[src/rtl/div_pkg.sv]
// Shared widths, divide-by-zero pattern and a behavioural
// reference model for the pipelined restoring divider.
package div_pkg;

  localparam int DIV_N_DEF = 8;
  localparam int DIV_M_DEF = 4;

  localparam logic [63:0] DIV_Q_DZ = '1;

  typedef struct packed {
    logic [DIV_N_DEF-1:0] q;
    logic [DIV_M_DEF-1:0] r;
    logic                 dz;
  } div_res_t;

  function automatic div_res_t div_ref(
    input logic [DIV_N_DEF-1:0] dividend,
    input logic [DIV_M_DEF-1:0] divisor
  );
    div_res_t             res;
    logic [DIV_N_DEF-1:0] dvs;
    dvs = {{(DIV_N_DEF-DIV_M_DEF){1'b0}}, divisor};
    if (divisor == '0) begin
      res.q  = DIV_Q_DZ[DIV_N_DEF-1:0];
      res.r  = '0;
      res.dz = 1'b1;
    end else begin
      res.q  = dividend / dvs;
      res.r  = DIV_M_DEF'(dividend % dvs);
      res.dz = 1'b0;
    end
    return res;
  endfunction

endpackage

[src/rtl/div_cell.sv]
// One restoring-division stage: shift in a dividend bit,
// compare/subtract the divisor, register the partial state.
module div_cell #(
  parameter int N = 8,
  parameter int M = 4,
  parameter int K = 0
) (
  input  logic         clk,
  input  logic         rst,
  input  logic         v_i,
  input  logic [N-1:0] dvd_i,
  input  logic [M-1:0] dvs_i,
  input  logic [N-1:0] quo_i,
  input  logic [M-1:0] rem_i,
  input  logic         dz_i,
  output logic         v_o,
  output logic [N-1:0] dvd_o,
  output logic [M-1:0] dvs_o,
  output logic [N-1:0] quo_o,
  output logic [M-1:0] rem_o,
  output logic         dz_o
);

  logic [M:0]   t;
  logic [M:0]   diff;
  logic [M:0]   nxt;
  logic         ge;

  logic         v_d,   v_q;
  logic [N-1:0] dvd_d, dvd_q;
  logic [M-1:0] dvs_d, dvs_q;
  logic [N-1:0] quo_d, quo_q;
  logic [M-1:0] rem_d, rem_q;
  logic         dz_d,  dz_q;

  always_comb begin
    t     = {rem_i, dvd_i[N-1-K]};
    diff  = t - {1'b0, dvs_i};
    ge    = (t >= {1'b0, dvs_i});
    nxt   = ge ? diff : t;
    v_d   = v_i;
    dvd_d = dvd_q;
    dvs_d = dvs_q;
    quo_d = quo_q;
    rem_d = rem_q;
    dz_d  = dz_q;
    // bubbles leave the previous operation's data untouched
    if (v_i) begin
      dvd_d          = dvd_i;
      dvs_d          = dvs_i;
      quo_d          = quo_i;
      quo_d[N-1-K]   = ge;
      rem_d          = nxt[M-1:0];
      dz_d           = dz_i;
    end
  end

  always_ff @(posedge clk) begin
    if (rst) begin
      v_q   <= 1'b0;
      dvd_q <= '0;
      dvs_q <= '0;
      quo_q <= '0;
      rem_q <= '0;
      dz_q  <= 1'b0;
    end else begin
      v_q   <= v_d;
      dvd_q <= dvd_d;
      dvs_q <= dvs_d;
      quo_q <= quo_d;
      rem_q <= rem_d;
      dz_q  <= dz_d;
    end
  end

  always @(posedge clk) begin
    if (!rst && v_i && !dz_i)
      assert (nxt < {1'b0, dvs_i});
  end

  assign v_o   = v_q;
  assign dvd_o = dvd_q;
  assign dvs_o = dvs_q;
  assign quo_o = quo_q;
  assign rem_o = rem_q;
  assign dz_o  = dz_q;

endmodule

[src/rtl/div_man.sv]
// Pipelined unsigned restoring divider: N stages, one
// quotient bit per stage, registered result with res_rdy.
module div_man
  import div_pkg::*;
#(
  parameter int N = DIV_N_DEF,
  parameter int M = DIV_M_DEF
) (
  input  logic         clk,
  input  logic         rst,
  input  logic         data_rdy,
  input  logic [N-1:0] dividend,
  input  logic [M-1:0] divisor,
  output logic         res_rdy,
  output logic [N-1:0] quotient,
  output logic [M-1:0] remainder,
  output logic         div_zero
);

  logic [N:0]        v;
  logic [N:0]        dz;
  logic [N:0][N-1:0] dvd;
  logic [N:0][N-1:0] quo;
  logic [N:0][M-1:0] dvs;
  logic [N:0][M-1:0] rem;

  assign v[0]   = data_rdy;
  assign dvd[0] = dividend;
  assign dvs[0] = divisor;
  assign quo[0] = '0;
  assign rem[0] = '0;
  assign dz[0]  = (divisor == '0);

  for (genvar k = 0; k < N; k++) begin : g_stage
    div_cell #(
      .N (N),
      .M (M),
      .K (k)
    ) u_cell (
      .clk   (clk),
      .rst   (rst),
      .v_i   (v[k]),
      .dvd_i (dvd[k]),
      .dvs_i (dvs[k]),
      .quo_i (quo[k]),
      .rem_i (rem[k]),
      .dz_i  (dz[k]),
      .v_o   (v[k+1]),
      .dvd_o (dvd[k+1]),
      .dvs_o (dvs[k+1]),
      .quo_o (quo[k+1]),
      .rem_o (rem[k+1]),
      .dz_o  (dz[k+1])
    );
  end

  logic         res_rdy_d,   res_rdy_q;
  logic [N-1:0] quotient_d,  quotient_q;
  logic [M-1:0] remainder_d, remainder_q;
  logic         div_zero_d,  div_zero_q;

  always_comb begin
    res_rdy_d   = v[N];
    quotient_d  = quotient_q;
    remainder_d = remainder_q;
    div_zero_d  = div_zero_q;
    if (v[N]) begin
      quotient_d  = dz[N] ? DIV_Q_DZ[N-1:0] : quo[N];
      remainder_d = dz[N] ? '0 : rem[N];
      div_zero_d  = dz[N];
    end
  end

  always_ff @(posedge clk) begin
    if (rst) begin
      res_rdy_q   <= 1'b0;
      quotient_q  <= '0;
      remainder_q <= '0;
      div_zero_q  <= 1'b0;
    end else begin
      res_rdy_q   <= res_rdy_d;
      quotient_q  <= quotient_d;
      remainder_q <= remainder_d;
      div_zero_q  <= div_zero_d;
    end
  end

  // the last stage still carries its operands, so check it
  if (N == DIV_N_DEF && M == DIV_M_DEF) begin : g_chk
    div_res_t exp_r;
    always_comb exp_r = div_ref(dvd[N], dvs[N]);
    always @(posedge clk) begin
      if (!rst && v[N])
        assert (exp_r == {quotient_d, remainder_d, dz[N]});
    end
  end

  assign res_rdy   = res_rdy_q;
  assign quotient  = quotient_q;
  assign remainder = remainder_q;
  assign div_zero  = div_zero_q;

endmodule
[config.mk]
export PLATFORM = sky130hd
export DESIGN_NAME = div_man
export DESIGN_NICKNAME = d
export VERILOG_FILES = /design/src/rtl/div_pkg.sv /design/src/rtl/div_cell.sv /design/src/rtl/div_man.sv
export SDC_FILE = /design/constraint.sdc
export NUM_CORES = 1
export LEC_CHECK = 0
export ABC_AREA = 1
export BUFFER_PORTS_ARGS = -buffer_cell sky130_fd_sc_hd__buf_2
export CORE_UTILIZATION = 40
export CTS_CLUSTER_SIZE = 30
export DETAILED_ROUTE_END_ITERATION = 12
export GPL_TIMING_DRIVEN = 0
export PLACE_DENSITY = 0.54
export REMOVE_ABC_BUFFERS = 1
export SYNTH_ARGS = -nofsm -noshare
export SYNTH_HDL_FRONTEND = slang
export SYNTH_SLANG_ARGS = --single-unit
[constraint.sdc]
create_clock -name clk -period 3.8 [get_ports clk]
set_input_delay 0.76 -clock clk [delete_from_list [all_inputs] [get_ports clk]]
set_output_delay 0.76 -clock clk [all_outputs]
set_load 0.02 [all_outputs]
==> metrics.txt <==
# hold bufs at CTS=0; Total GRT Usage=17.60%; CTS clk-pin slew, worst paths=0.07 ns; Routed WL=13.89 mm; area leader, netlist=dfxtp_1; CP max FO=88; Slew Viols, Final=0; ratio of cells with drive above 1 in the final layout=11.38%; worst slew pin tran=0.7315 ns; GRT Residual Overflow=0; Synth top area share=45.17%; register area share after synthesis=45.17%; VDD IR max=0.3296 mV; Clock Latency Late Sink=0.43 ns; Area contributors post-synth=dfxtp_1 (45%), nor2_1 (8.9%), o21ai_0 (8.3%), nand2_1 (6.5%), ha_1 (5.5%); vias in the first global route=5350; Net count, final=935; root buf cell=clkbuf_16; initial detailed-routing violation count=277; die width=132.6 µm; largest net degree at the start of global routing=89; DP Wirelength=9.406 mm; commonest non-fill, non-tap cells in the layout=nor2_1 (161), dfxtp_1 (154), nand2_1 (119); period utilization=50.18%; Post-CTS Setup Bufs=0; I/O Pins=29; CP endpoint kind=flop; # DRC=0; worst-case clock buffer depth=2; power per cell area=479.2 nW/µm²; hold path endpoint=remainder[0]; Die Y=132.6 µm; worst reg-to-reg setup slack=2.09 ns; Hold Vio Cnt, Final=0; fmax=524.4 MHz; status=completed; post-synth cell types=26; worst hold slack=0.4580 ns; CP Cell Sequence=buf_2 -> inv_4 -> buf_16 -> o21ai_0 -> a21oi_1; Initial Util=41.01%; Pre-antenna DRT Iters=4; Setup TNS=0 ns; cell area after synthesis=6825 µm²; commonest non-fill, non-tap cell in the layout=nor2_1; Antenna Cells=0; WL/cell=12.44 µm; number of cells on the worst reg-to-reg path=3; syn_area_per_cell=7.783 µm²; Period minus WS final=1.907 ns; skew final=0.008565 ns; hold_sp=g_stage[7].u_cell.rem_o[0]; RePlAce Congestion=0.7534; RSZ-0062 raised after global routing=no; Max Cap Viol=0; Crit Path Class=input pin to flop; Core ar.=16640 µm²; Synth Register Bits=154; Final setup viols=0; post-route ant nets=0; CTS tree=done; Hold Crit Class=flop to flop; R2R Path Start=g_stage[1].u_cell.v_o; CTS-repair resized insts=0; Layout area overhead=11.35%; Max-slew headroom=51.17%; CP Data Required Time=4.09 ns; first-pass GRT wire length=25.04 mm; Port Buffer Count=28; Leakage=3.400 nW; RR Endpoint=g_stage[2].u_cell.dvd_o[4]; vias=5384; Sink Count=154; die area=17590 µm²; Hold Crit Depth=2; CP arrival=2.20 ns; FP Rows=47; yosys warns=0; Vias/cell=4.824; CTS H-tree lvls=4; antenna violations before repair=0; Slowest-stage cell, CP=buf_2; Syn Inst Count=877; CP max stage delay=0.55 ns; Layout fillers=1728; CTS buffer count=17; CP Launch Type=input pin
-- state kept, by name, summed over array words and instances, names as in the netlist --
signal,flops
g_stage.u_cell.quo_o,36
g_stage.u_cell.rem_o,32
g_stage.u_cell.dvd_o,28
g_stage.u_cell.dvs_o,28
g_stage.u_cell.dz_o,8
g_stage.u_cell.v_o,8
quotient,8
remainder,4
div_zero,1
res_rdy,1
-- routing by layer --
| metal | GRT usage [%] | wire length, µm | vias up |
|---|---|---|---|
| met5 | 0 | 0 | - |
| met2 | 30.32 | 6565 | 57 |
| li1 | - | - | 2882 |
| met4 | 6.130 | 157 | 0 |
| met3 | 4.138 | 353 | 16 |
| met1 | 21.43 | 6809 | 2429 |
-- kinds of logic after synthesis --
family	Yosys count	share of synthesized area [%]
adders and majority gates	37	7.553
AOI/OAI and AO/OA	197	14.72
DFF	154	45.17
buffers and inverters	115	7.516
and+or+nand+nor	367	24.14
xor gates and xnor gates	7	0.8983
-- worst max-delay path by stage --
stage / slack (ns) / cells after the start / endpoint / start
finish: 1.89 / 5 / g_stage[6].u_cell.dvs_o[1] / rst
floorplan: 1.92 / 3 / g_stage[0].u_cell.dvd_o[6] / rst
detailed placement: 1.45 / 5 / g_stage[3].u_cell.dvs_o[1] / rst
CTS: 1.91 / 5 / g_stage[3].u_cell.dvs_o[1] / rst
global route: 1.76 / 5 / g_stage[4].u_cell.dvd_o[2] / rst
global placement: 0.60 / 4 / g_stage[5].u_cell.dvd_o[1] / rst
-- through the flow --
stage / cell area [µm²] / worst slack [ns] / cells / total power, mW / utilization [%]
after floorplan: 6586 / 1.916 / 835 / 1.966 / -
after detailed placement: 7032 / 1.449 / 1084 / 2.057 / 42.25
after global placement: 7002 / 0.6006 / 1083 / 2.051 / 42.07
after global routing: 7600 / 1.757 / 1116 / 3.822 / 45.67
final: 7600 / 1.893 / 1116 / 3.642 / 45.67
after CTS: 7600 / 1.913 / 1116 / 3.695 / 45.67
-- cells in the mapped netlist, drive strengths merged --
| library cell | number |
|---|---|
| inv | 73 |
| nand3 | 28 |
| o31ai | 1 |
| fa | 7 |
| dfxtp | 154 |
| o221a | 2 |
| nor2 | 177 |
| xnor2 | 7 |
| o21ai | 120 |
| a21oi | 74 |
| ha | 30 |
| clkbuf | 14 |
| nand4 | 22 |
| nand2 | 126 |
| buf | 28 |
| or2 | 14 |
-- power breakdown --
group	switching, mW	internal [mW]	leakage (nW)	total (mW)
Sequential	0.0360	1.66	1.25	1.70
Combinational	0.209	0.112	1.88	0.321
Clock	0.708	0.915	0.270	1.62
Total	0.953	2.69	3.40	3.64
-- worst max-delay path, delay by kind of cell --
kind / cells / cell delay (ns)
buf+inv: 3 / 1.16
compound gates: 2 / 0.21
-- final cells by class --
class	count	area, µm²	area share, %
Clock buffer	18	429.2	5.647
Clock inverter	14	138.9	1.827
Inverter	73	276.5	3.638
Multi-Input combinational cell	608	3229	42.49
Sequential cell	154	3083	40.57
Tap cell	220	275.3	3.622
Timing Repair Buffer	29	167.7	2.206
(Power assumes the default switching activity.)
